File: src/rtl/mem_a_loader.sv
// mem_a_loader: assembles packed input words into DIM-element rows and
// writes them, in order, into the A-matrix row memory of the systolic unit.
module mem_a_loader #(
  parameter int BITS_AB   = 8,
  parameter int DIM       = 8,
  parameter int WORD_BITS = 32
) (
  input  logic                                clk,
  input  logic                                rst_n,
  input  logic                                start,
  input  logic                                clear,
  input  logic                                in_valid,
  input  logic [WORD_BITS-1:0]                in_data,
  output logic                                in_ready,
  output logic signed [DIM-1:0][BITS_AB-1:0]  Ain,
  output logic [$clog2(DIM)-1:0]              Arow,
  output logic                                WrEn,
  output logic                                busy,
  output logic                                done
);

  localparam int ROW_BITS = DIM * BITS_AB;
  localparam int BPR      = ROW_BITS / WORD_BITS;
  localparam int BW       = (BPR > 1) ? $clog2(BPR) : 1;
  localparam int RW       = $clog2(DIM);

  typedef enum logic [1:0] {
    S_IDLE,
    S_LOAD,
    S_WRITE,
    S_DONE
  } state_t;

  state_t              state_q, state_d;
  logic [BW-1:0]       beat_q, beat_d;
  logic [RW-1:0]       rowc_q, rowc_d;
  logic [ROW_BITS-1:0] buf_q, buf_d;
  logic [ROW_BITS-1:0] ain_q, ain_d;
  logic [RW-1:0]       arow_q, arow_d;
  logic                wren_q, ready_q, busy_q, done_q;

  assign Ain      = ain_q;
  assign Arow     = arow_q;
  assign WrEn     = wren_q;
  assign in_ready = ready_q;
  assign busy     = busy_q;
  assign done     = done_q;

  // Next-state, counter and row-assembly logic; clear overrides everything.
  always_comb begin
    state_d = state_q;
    beat_d  = beat_q;
    rowc_d  = rowc_q;
    buf_d   = buf_q;
    ain_d   = ain_q;
    arow_d  = arow_q;
    if (clear) begin
      state_d = S_IDLE;
      beat_d  = '0;
      rowc_d  = '0;
    end else begin
      unique case (state_q)
        S_IDLE: begin
          if (start) begin
            state_d = S_LOAD;
            beat_d  = '0;
            rowc_d  = '0;
          end
        end
        S_LOAD: begin
          if (in_valid && ready_q) begin
            for (int unsigned b = 0; b < BPR; b++) begin
              if (beat_q == BW'(b)) begin
                buf_d[b*WORD_BITS +: WORD_BITS] = in_data;
              end
            end
            if (beat_q == BW'(BPR - 1)) begin
              // Latch the completed row (including this beat) for the write.
              state_d = S_WRITE;
              beat_d  = '0;
              ain_d   = buf_d;
              arow_d  = rowc_q;
            end else begin
              beat_d = beat_q + 1'b1;
            end
          end
        end
        S_WRITE: begin
          if (rowc_q == RW'(DIM - 1)) begin
            state_d = S_DONE;
          end else begin
            state_d = S_LOAD;
            rowc_d  = rowc_q + 1'b1;
            beat_d  = '0;
          end
        end
        S_DONE: begin
          state_d = S_IDLE;
        end
        default: begin
          state_d = S_IDLE;
        end
      endcase
    end
  end

  // State, counters, row buffer and registered outputs (decoded from next state).
  always_ff @(posedge clk or negedge rst_n) begin
    if (!rst_n) begin
      state_q <= S_IDLE;
      beat_q  <= '0;
      rowc_q  <= '0;
      buf_q   <= '0;
      ain_q   <= '0;
      arow_q  <= '0;
      wren_q  <= 1'b0;
      ready_q <= 1'b0;
      busy_q  <= 1'b0;
      done_q  <= 1'b0;
    end else begin
      state_q <= state_d;
      beat_q  <= beat_d;
      rowc_q  <= rowc_d;
      buf_q   <= buf_d;
      ain_q   <= ain_d;
      arow_q  <= arow_d;
      wren_q  <= (state_d == S_WRITE);
      ready_q <= (state_d == S_LOAD);
      busy_q  <= (state_d == S_LOAD) || (state_d == S_WRITE);
      done_q  <= (state_d == S_DONE);
    end
  end

endmodule

File: config.mk
export PLATFORM = sky130hd
export DESIGN_NAME = mem_a_loader
export DESIGN_NICKNAME = d
export VERILOG_FILES = /design/src/rtl/mem_a_loader.sv
export SDC_FILE = /design/constraint.sdc
export NUM_CORES = 1
export LEC_CHECK = 0
export CAP_MARGIN = 25
export CORE_ASPECT_RATIO = 1.5
export CORE_MARGIN = 10
export CORE_UTILIZATION = 47
export CTS_CLUSTER_DIAMETER = 100
export CTS_CLUSTER_SIZE = 16
export DETAILED_ROUTE_END_ITERATION = 10
export PLACE_DENSITY = 0.85
export SLEW_MARGIN = 20
export SYNTH_ARGS = -nofsm -noshare
export SYNTH_HDL_FRONTEND = slang
export SYNTH_SLANG_ARGS = --single-unit
File: constraint.sdc
create_clock -name clk -period 2.6 [get_ports clk]
set_clock_uncertainty 0.15 [all_clocks]
set_input_delay 0.52 -clock clk [delete_from_list [all_inputs] [get_ports clk]]
set_output_delay 0.52 -clock clk [all_outputs]
set_load 0.02 [all_outputs]
==> results of run 1 <==
[cell type report]
type,count,area [µm²],share of cell area
multi-input combinational,133,1450,0.250
clock buffer,11,253,0.0437
inverter,4,15.0,0.00260
clock inverter,5,41.3,0.00714
sequential,109,2730,0.472
timing repair buffer,114,1160,0.200
tap,110,138,0.0238
[logic make-up (layout without fill, tap and decap cells)]
group	Yosys count	after routing
mux	101	101
simple gates	12	12
compound gates	12	12
fa+ha+maj	8	8
flops	109	109
buf+inv	18	134
[flip-flops by register name (all words and copies together), names as in the netlist]
name / cells
done: 1
buf_q: 32
busy: 1
state_q: 2
rowc_q: 3
Ain: 64
beat_q: 1
Arow: 3
in_ready: 1
WrEn: 1
[stage by stage]
| step | setup slack (ps) | instance area [µm²] |
|---|---|---|
| 2_1_floorplan | 542 | 4270 |
| 3_3_place_gp | 179 | 5490 |
| 3_5_place_dp | 149 | 5490 |
| 4_1_cts | 441 | 5780 |
| 5_1_grt | 333 | 5780 |
| 6_report | 420 | 5780 |
[synth_stat cells]
| master | count |
|---|---|
| nand2_1 | 2 |
| or3b_1 | 1 |
| buf_8 | 1 |
| a31oi_1 | 1 |
| a32o_1 | 1 |
| a22o_1 | 2 |
| or2_2 | 1 |
| mux2_2 | 90 |
| nor2_1 | 1 |
| mux2_4 | 10 |
| mux2i_1 | 1 |
| a21o_1 | 1 |
| dfrtp_1 | 109 |
| nand3b_1 | 1 |
| nand3_1 | 1 |
| o22ai_1 | 1 |
| buf_6 | 2 |
| nor3_2 | 1 |
| buf_2 | 11 |
| o21ai_0 | 1 |
| a21oi_1 | 2 |
| a221oi_1 | 1 |
| ha_1 | 8 |
| nand2b_1 | 2 |
| and3_1 | 2 |
| a221o_1 | 2 |
| inv_1 | 4 |
[metal layers]
layer | track usage | vias up | share of wire | routed length [µm]
met5 | 0 | - | 0 | 0
met3 | 0.0485 | 13 | 0.051 | 458
met2 | 0.248 | 61 | 0.56 | 4970
li1 | - | 1141 | - | -
met4 | 0.0567 | 0 | 0.023 | 208
met1 | 0.135 | 1261 | 0.37 | 3300
[how the worst min path moves through the flow]
| stage | depth (start not counted) | to | startpoint | slack [ps] |
|---|---|---|---|---|
| final | 1 | in_ready$_DFF_PN0_ | rst_n | -8 |
| after global placement | 1 | Ain[10]$_DFFE_PN0P_ | buf_q[10]$_DFFE_PN0P_ | 330 |
| after floorplan | 0 | Ain[0]$_DFFE_PN0P_ | rst_n | 70 |
| after CTS | 1 | done$_DFF_PN0_ | rst_n | 10 |
| after detailed placement | 1 | buf_q[4]$_DFFE_PN0P_ | buf_q[4]$_DFFE_PN0P_ | 340 |
| after global routing | 1 | WrEn$_DFF_PN0_ | rst_n | 30 |
[power by group]
part / leakage, nW / total (W) / internal (W) / switching (W)
sequential: 1.47 / 0.00199 / 0.00190 / 0.0000948
combinational: 1.16 / 0.000403 / 0.000247 / 0.000156
clock: 0.139 / 0.00131 / 0.000711 / 0.000601
total: 2.77 / 0.00371 / 0.00286 / 0.000852
==> reports/qor.yml, run 1 <==
setup_path:
  worst_ep_arrival_time_ps: 2260
  crit_chain: "inv_1 > ha_1 > nand3_1 > or3b_4 > buf_12 > mux2_4"
  cp_top_family: "simple AND/OR/NAND/NOR gates"
  critPathCapture: "Ain[56]$_DFFE_PN0P_"
  critPathMaxFanout: 67
  crit_cells: 6
  crit_required_ps: 2680
  ff2ff_setup_slack_ps: 420
  crit_path_start_kind: "flop"
  endpoint_kind: "flop"
  r2r_cells: 6
  cp_slowest_stage_delay_ps: 410
  cp_slowest_cell: "dfrtp_1"
  crit_start: "state_q[1]$_DFF_PN0_"
  path_buf_inv: 2
  crit_type: "flop to flop"
  reg2reg_from: "state_q[1]$_DFF_PN0_"
  r2r_end: "Ain[56]$_DFFE_PN0P_"
cts:
  clockBufferDepth: 2
  clk_pin_slew_worst_paths_ps: 70
  post_cts_buffers: 0
  h-tree-depth: 3
  cts_root_buf: "clkbuf_16"
  cts_inserted_buffers: 9
  ctsResizeCount: 0
  cts_tree: "yes"
  hold_buffers: 0
  insertion_delay_ps: 340
  clock-sinks: 109
route:
  vias: 2476
  viasPerCell: 5.09
  drtPass1Iterations: 4
  drt_iter0_drc: 38
  drc: 0
  antenna_left: 0
  wirelength_um: 8940
  wire_per_inst_um: 18.4
synth:
  syn_nets: 305
  syn-instance-count: 260
  ys_seq_area_frac: 0.638
  synth_fa_ha_area_frac: 0.0234
  synth_area_leaders: "dfrtp_1 (64%), mux2_2 (24%), mux2_4 (3.5%)"
  syn-cell-area_mm2: 0.00427
  synth_top_cell_area_share: 0.638
  synth_top_family_by_area: "multiplexers"
  synth_seq_cells: 109
  yosys.area.top_type: "dfrtp_1"
  syn_avg_cell_area_um2: 16.4
  synth-simple-area-share: 0.0173
  yosys_warnings: 0
  synthMuxAreaShare: 0.275
  synth_compound_area_frac: 0.0214
  synthDistinctLibCells: 27
  synth_xor_area_frac: 0
floorplan:
  io_pins: 108
  start_util: 0.481
  core_mm2: 0.00888
  die_area_mm2: 0.0134
  die-width_um: 97.9
  rows: 42
  die_h_um: 137
global_route:
  track_usage: 0.136
  grt_pass1_vias: 2790
  grt-ovfl-total: 0
  antenna_found_initial: 0
  grt_max_degree: 68
  grt_pass1_wl_um: 14500
power_and_ir_drop:
  p_total_w: 0.00371
  total_leakage_power_nw: 2.77
  p_per_area_mw_per_mm2: 642
  ir_drop_mv: 0.421
cells_and_area:
  final_common_cell: "dfrtp_1"
  area_delta_synth_final_pct: 35.2
  layout_common_cells: "dfrtp_1 (109), clkdlybuf4s50_1 (106), mux2_2 (90)"
  drive_above_1_share: 0.338
  final_util: 0.651
  nFillCells: 668
  fin_nets: 416
  n_antenna_cell: 0
  stdcell_count: 486
timing:
  slew_viol_final: 0
  max_freq_ghz: 0.459
  tightestPinTransition_ps: 523
  fin_crit_ps: 2180
  rsz0062_at_grt: "false"
  hold_ws_ps: -8.30
  period_share: 0.839
  setup_viol: 0
  final_hold_viol_count: 5
  slew_headroom: 0.651
  setup_tns_ps: 0
outcome:
  run_status: "finished, violations left"
  violations: "hold timing"
placed_design:
  dp.cells: 470
  gp_congestion: 0.748
  port_buffers: 107
  dp_hpwl_um: 6630
flow_run:
  maxCapViolCount: 0
min_path:
  hp-class: "input port to async pin"
No activity file was read; power rests on OpenSTA's default activity.
==> inputs of run 2 (changes only) <==
--- a/config.mk
+++ b/config.mk
@@ -8,11 +8,11 @@
 export CAP_MARGIN = 25
 export CORE_ASPECT_RATIO = 1.5
 export CORE_MARGIN = 10
-export CORE_UTILIZATION = 47
+export CORE_UTILIZATION = 43
 export CTS_CLUSTER_DIAMETER = 100
 export CTS_CLUSTER_SIZE = 16
 export DETAILED_ROUTE_END_ITERATION = 10
-export PLACE_DENSITY = 0.85
+export PLACE_DENSITY = 0.82
 export SLEW_MARGIN = 20
 export SYNTH_ARGS = -nofsm -noshare
 export SYNTH_HDL_FRONTEND = slang
==> constraint.sdc (replaced) <==
create_clock -name clk -period 1.8 [get_ports clk]
set_clock_uncertainty 0.15 [all_clocks]
set_input_delay 0.36 -clock clk [delete_from_list [all_inputs] [get_ports clk]]
set_output_delay 0.36 -clock clk [all_outputs]
set_load 0.02 [all_outputs]
==> reports/qor.yml, run 2 (synthesized netlist as in run 1, its figures left out) <==
outcome:
  run_status: "finished, violations left"
  violations: "setup timing"
placed_design:
  port_buffers: 107
  pre_cts_slack_ps: -411
  dp_hpwl_um: 7120
  gp_congestion: 0.752
floorplan:
  die_h_um: 142
  core_mm2: 0.00969
  start_util: 0.441
  rows: 44
  die-width_um: 101
  io_pins: 108
  die_area_mm2: 0.0144
cts:
  clk_pin_slew_worst_paths_ps: 70
  h-tree-depth: 3
  clockBufferDepth: 2
  insertion_delay_ps: 340
  cts_inserted_buffers: 9
  cts_root_buf: "clkbuf_16"
  clock-sinks: 109
  cts_tree: "yes"
power_and_ir_drop:
  total_leakage_power_nw: 3.31
  p_per_area_mw_per_mm2: 884
  p_total_w: 0.00536
  ir_drop_mv: 0.614
cells_and_area:
  area_delta_synth_final_pct: 41.9
  drive_above_1_share: 0.398
  multi_input_area_mm2: 0.00159
  n_antenna_cell: 0
  largest_reg_flops: 64
  final_common_cell: "dfrtp_1"
  fin_nets: 439
  layout_common_cells: "dfrtp_1 (108), mux2_2 (72), dlygate4sd2_1 (69)"
  nFillCells: 762
  regArea_mm2: 0.00273
global_route:
  grt_pass1_vias: 2881
  grt-ovfl-total: 0
  antenna_found_initial: 0
  grt_max_degree: 61
  grt_pass1_wl_um: 15300
  track_usage: 0.137
min_path:
  hp-class: "input port to async pin"
timing:
  slew_viol_final: 0
  tightestPinTransition_ps: 330
  final_hold_viol_count: 0
  period_share: 1.08
  setup_ws_ps: -136
  setup_viol: 99
  fin_crit_ps: 1940
  slew_headroom: 0.780
  max_freq_ghz: 0.517
  rsz0062_at_grt: "true"
setup_path:
  crit_required_ps: 1870
  cp_slowest_stage_delay_ps: 450
  reg2reg_from: "state_q[1]$_DFF_PN0_"
  cp_slowest_cell: "or3b_4"
  r2r_cells: 6
  worst_ep_arrival_time_ps: 2010
  crit_type: "flop to flop"
  ff2ff_setup_slack_ps: -140
  cp_top_family: "simple AND/OR/NAND/NOR gates"
  path_buf_inv: 2
  r2r_end: "Ain[59]$_DFFE_PN0P_"
  endpoint_kind: "flop"
  crit_chain: "inv_2 > ha_4 > nand3_2 > or3b_4 > buf_12 > mux2_4"
  critPathMaxFanout: 30
  crit_path_start_kind: "flop"
route:
  drt_iter0_drc: 39
  wirelength_um: 9850
  drc: 0
  wire_per_inst_um: 19.2
  viasPerCell: 5.03
  antenna_left: 0
  drtPass1Iterations: 4
  vias: 2575
flow_run:
  maxCapViolCount: 0
==> run 2: changes by cell type in the layout (fill, tap and decap cells not counted), sizes merged <==
cell	previous run	this run
dlymetal6s2s	0	2
dlygate4sd2	0	69
buf	8	29
clkbuf	11	12
dlygate4sd3	0	1
inv	6	5
clkinv	1	0
clkdlybuf4s50	106	35
==> run 2: report_power, final <==
part	total (W)	internal [W]	leakage [nW]	switching [W]
sequential	0.00289	0.00275	1.47	0.000149
combinational	0.000716	0.000463	1.71	0.000253
clock	0.00175	0.000929	0.118	0.000821
total	0.00536	0.00414	3.31	0.00122
==> run 2: repair_timing <==
action / CTS / global route
gates cloned: 1 / 1
pin swaps: 0 / 2
endpoints found under the hold margin: 109 / 0
setup buffers: 3 / 2
resized for setup: 99 / 17
endpoints found under the setup margin: 175 / 107
hold buffers: 1 / 0
==> run 2: area by class of cell <==
class                   count  area share
clock inverters             3     0.00392
clock buffers              11      0.0384
multi-input cells         133       0.261
flip-flops and latches    109       0.450
repair buffers            137       0.220
well taps                 115      0.0237
inverters                   4     0.00248
==> run 2: worst max path at each step <==
stage,start,cells after the start,slack [ps],end
floorplan,state_q[1]$_DFF_PN0_,8,-210,Ain[53]$_DFFE_PN0P_
finish,state_q[1]$_DFF_PN0_,6,-140,Ain[59]$_DFFE_PN0P_
CTS,state_q[1]$_DFF_PN0_,6,-130,Ain[56]$_DFFE_PN0P_
global route,state_q[1]$_DFF_PN0_,6,-160,Ain[60]$_DFFE_PN0P_
detailed placement,in_valid,5,-410,Ain[59]$_DFFE_PN0P_
global placement,in_valid,5,-390,Ain[55]$_DFFE_PN0P_
==> run 2: metal layers <==
layer | part of all wire | global-route usage
met1 | 0.36 | 0.136
met2 | 0.55 | 0.246
met3 | 0.061 | 0.0476
met4 | 0.026 | 0.0625
met5 | 0 | 0
==> run 2: metrics by stage <==
step	cell area [µm²]	hold WS, ps	setup TNS [ps]	cells	utilization
4_1_cts	5960	188	-8440	509	0.615
3_3_place_gp	5640	15.0	-35920	490	0.582
6_report	6060	211	-9010	512	0.626
5_1_grt	6060	208	-12650	512	0.626
2_1_floorplan	4300	-85.6	-8750	260	-
3_5_place_dp	5640	15.8	-38310	490	0.582
==> inputs of run 3 (changes only) <==
--- a/config.mk
+++ b/config.mk
@@ -5,6 +5,7 @@
 export SDC_FILE = /design/constraint.sdc
 export NUM_CORES = 1
 export LEC_CHECK = 0
+export ABC_CLOCK_PERIOD_IN_PS = 1800
 export CAP_MARGIN = 25
 export CORE_ASPECT_RATIO = 1.5
 export CORE_MARGIN = 10
==> constraint.sdc (replaced) <==
create_clock -name clk -period 1.8 [get_ports clk]
set_clock_uncertainty 0.15 [all_clocks]
set_input_delay 0.54 -clock clk [delete_from_list [all_inputs] [get_ports clk]]
set_output_delay 0.54 -clock clk [all_outputs]
set_load 0.02 [all_outputs]
==> reports/qor.yml, run 3 (synthesized netlist as in run 1, its figures left out) <==
floorplan:
  die-width_um: 101
  die_area_mm2: 0.0144
  rows: 44
  io_pins: 108
  start_util: 0.441
  core_mm2: 0.00969
  die_h_um: 142
timing:
  final_hold_viol_count: 0
  fin_crit_ps: 2080
  hold_ws_ps: 353
  slew_headroom: 0.787
  max_freq_ghz: 0.481
  rsz0062_at_grt: "true"
  setup_ws_ps: -278
  tightestPinTransition_ps: 320
  slew_viol_final: 0
  setup_viol: 105
  period_share: 1.15
outcome:
  run_status: "finished, violations left"
  violations: "setup timing"
setup_path:
  r2r_end: "Ain[55]$_DFFE_PN0P_"
  crit_path_start_kind: "flop"
  critPathMaxFanout: 7
  reg2reg_from: "state_q[1]$_DFF_PN0_"
  endpoint_kind: "flop"
  crit_type: "flop to flop"
  worst_ep_arrival_time_ps: 2160
  r2r_cells: 7
  crit_required_ps: 1880
  ff2ff_setup_slack_ps: -280
global_route:
  track_usage: 0.143
  grt_pass1_wl_um: 16100
  grt_max_degree: 59
  grt_pass1_vias: 3026
  grt-ovfl-total: 0
  antenna_found_initial: 0
min_path:
  hp-class: "flop to flop"
  min_to: "Ain[44]$_DFFE_PN0P_"
  hp-start: "Ain[44]$_DFFE_PN0P_"
  hold_path_depth: 1
power_and_ir_drop:
  ir_drop_mv: 0.711
  p_per_area_mw_per_mm2: 882
  total_leakage_power_nw: 3.45
cells_and_area:
  area_delta_synth_final_pct: 49.2
  regArea_mm2: 0.00273
  n_antenna_cell: 0
  drive_above_1_share: 0.423
  layout_common_cells: "dfrtp_1 (109), dlygate4sd2_1 (69), mux2_2 (57)"
  multi_input_area_mm2: 0.00168
  final_common_cell: "dfrtp_1"
  fin_nets: 447
  largest_reg_flops: 64
  nFillCells: 723
  final_util: 0.658
cts:
  clk_pin_slew_worst_paths_ps: 70
  insertion_delay_ps: 340
  clockBufferDepth: 2
  clock-sinks: 109
  cts_inserted_buffers: 9
  h-tree-depth: 3
  cts_root_buf: "clkbuf_16"
  cts_tree: "yes"
route:
  vias: 2674
  viasPerCell: 5.12
  drc: 0
  wire_per_inst_um: 20.3
  drt_iter0_drc: 69
  drtPass1Iterations: 4
  antenna_left: 0
  wirelength_um: 10600
flow_run:
  maxCapViolCount: 0
placed_design:
  dp_hpwl_um: 6890
  gp_congestion: 0.748
  port_buffers: 107
==> run 3: cell types whose count changed in the layout (fill, tap and decap cells not counted), sizes merged <==
cell | previous run | this run
buf | 29 | 34
clkdlybuf4s15 | 0 | 3
inv | 5 | 8
bufbuf | 0 | 2
clkinv | 0 | 2
dlymetal6s2s | 2 | 0
clkbuf | 12 | 11
clkdlybuf4s50 | 35 | 34
clkinvlp | 2 | 1
==> run 3: worst max path at each step <==
stage,startpoint,end,slack (ps),cells past startpoint
after floorplan,state_q[1]$_DFF_PN0_,Ain[53]$_DFFE_PN0P_,-210,8
after global placement,in_valid,Ain[62]$_DFFE_PN0P_,-570,5
after detailed placement,in_valid,Ain[55]$_DFFE_PN0P_,-630,5
after CTS,state_q[1]$_DFF_PN0_,Ain[63]$_DFFE_PN0P_,-220,6
after global routing,state_q[1]$_DFF_PN0_,Ain[45]$_DFFE_PN0P_,-320,7
final,state_q[1]$_DFF_PN0_,Ain[55]$_DFFE_PN0P_,-280,7
==> run 3: power by group <==
part | leakage [nW] | internal (W) | switching, W
clock | 0.140 | 0.000973 | 0.000936
combinational | 1.83 | 0.000540 | 0.000272
sequential | 1.47 | 0.00274 | 0.000164
==> run 3: per-stage QoR <==
stage                     std cells  total power (W)  instance area [µm²]  TNS (ps)  setup slack [ps]
after floorplan                 260          0.00324                 4300     -9310              -206
after CTS                       514          0.00559                 6180    -17590              -225
after global placement          486          0.00350                 5620    -55100              -565
after global routing            522          0.00587                 6380    -28750              -319
after detailed placement        486          0.00356                 5620    -61210              -627
final                           522          0.00563                 6380    -23940              -278
==> run 3: what timing repair did <==
item | in CTS | in global routing
setup endpoints to repair | 178 | 108
hold buffers | 1 | 0
setup buffers | 6 | 6
resized for setup | 111 | 33
gates cloned | 6 | 4
pin swaps | 4 | 3
hold endpoints to repair | 5 | 0
==> run 3: layout make-up <==
| class | instances | area share |
|---|---|---|
| sequential | 109 | 0.428 |
| inverter | 4 | 0.00235 |
| clock inverter | 7 | 0.0102 |
| timing repair buffer | 145 | 0.239 |
| multi-input combinational | 133 | 0.263 |
| tap | 115 | 0.0226 |
| clock buffer | 9 | 0.0353 |
==> run 3: worst max-delay path, stage by stage, from the launching register on <==
cell,delay (ps)
dfrtp_1,410
inv_2,100
ha_4,160
nand3_4,70
or3b_4,470
buf_4,170
buf_12,130
mux2_4,290
==> run 3: metal layers <==
metal / GRT usage / vias up / share of wire / routed length, µm
li1: - / 1203 / - / -
met1: 0.148 / 1386 / 0.35 / 3720
met2: 0.262 / 68 / 0.57 / 6070
met3: 0.0379 / 17 / 0.052 / 553
met4: 0.0611 / 0 / 0.022 / 234
met5: 0 / - / 0 / 0
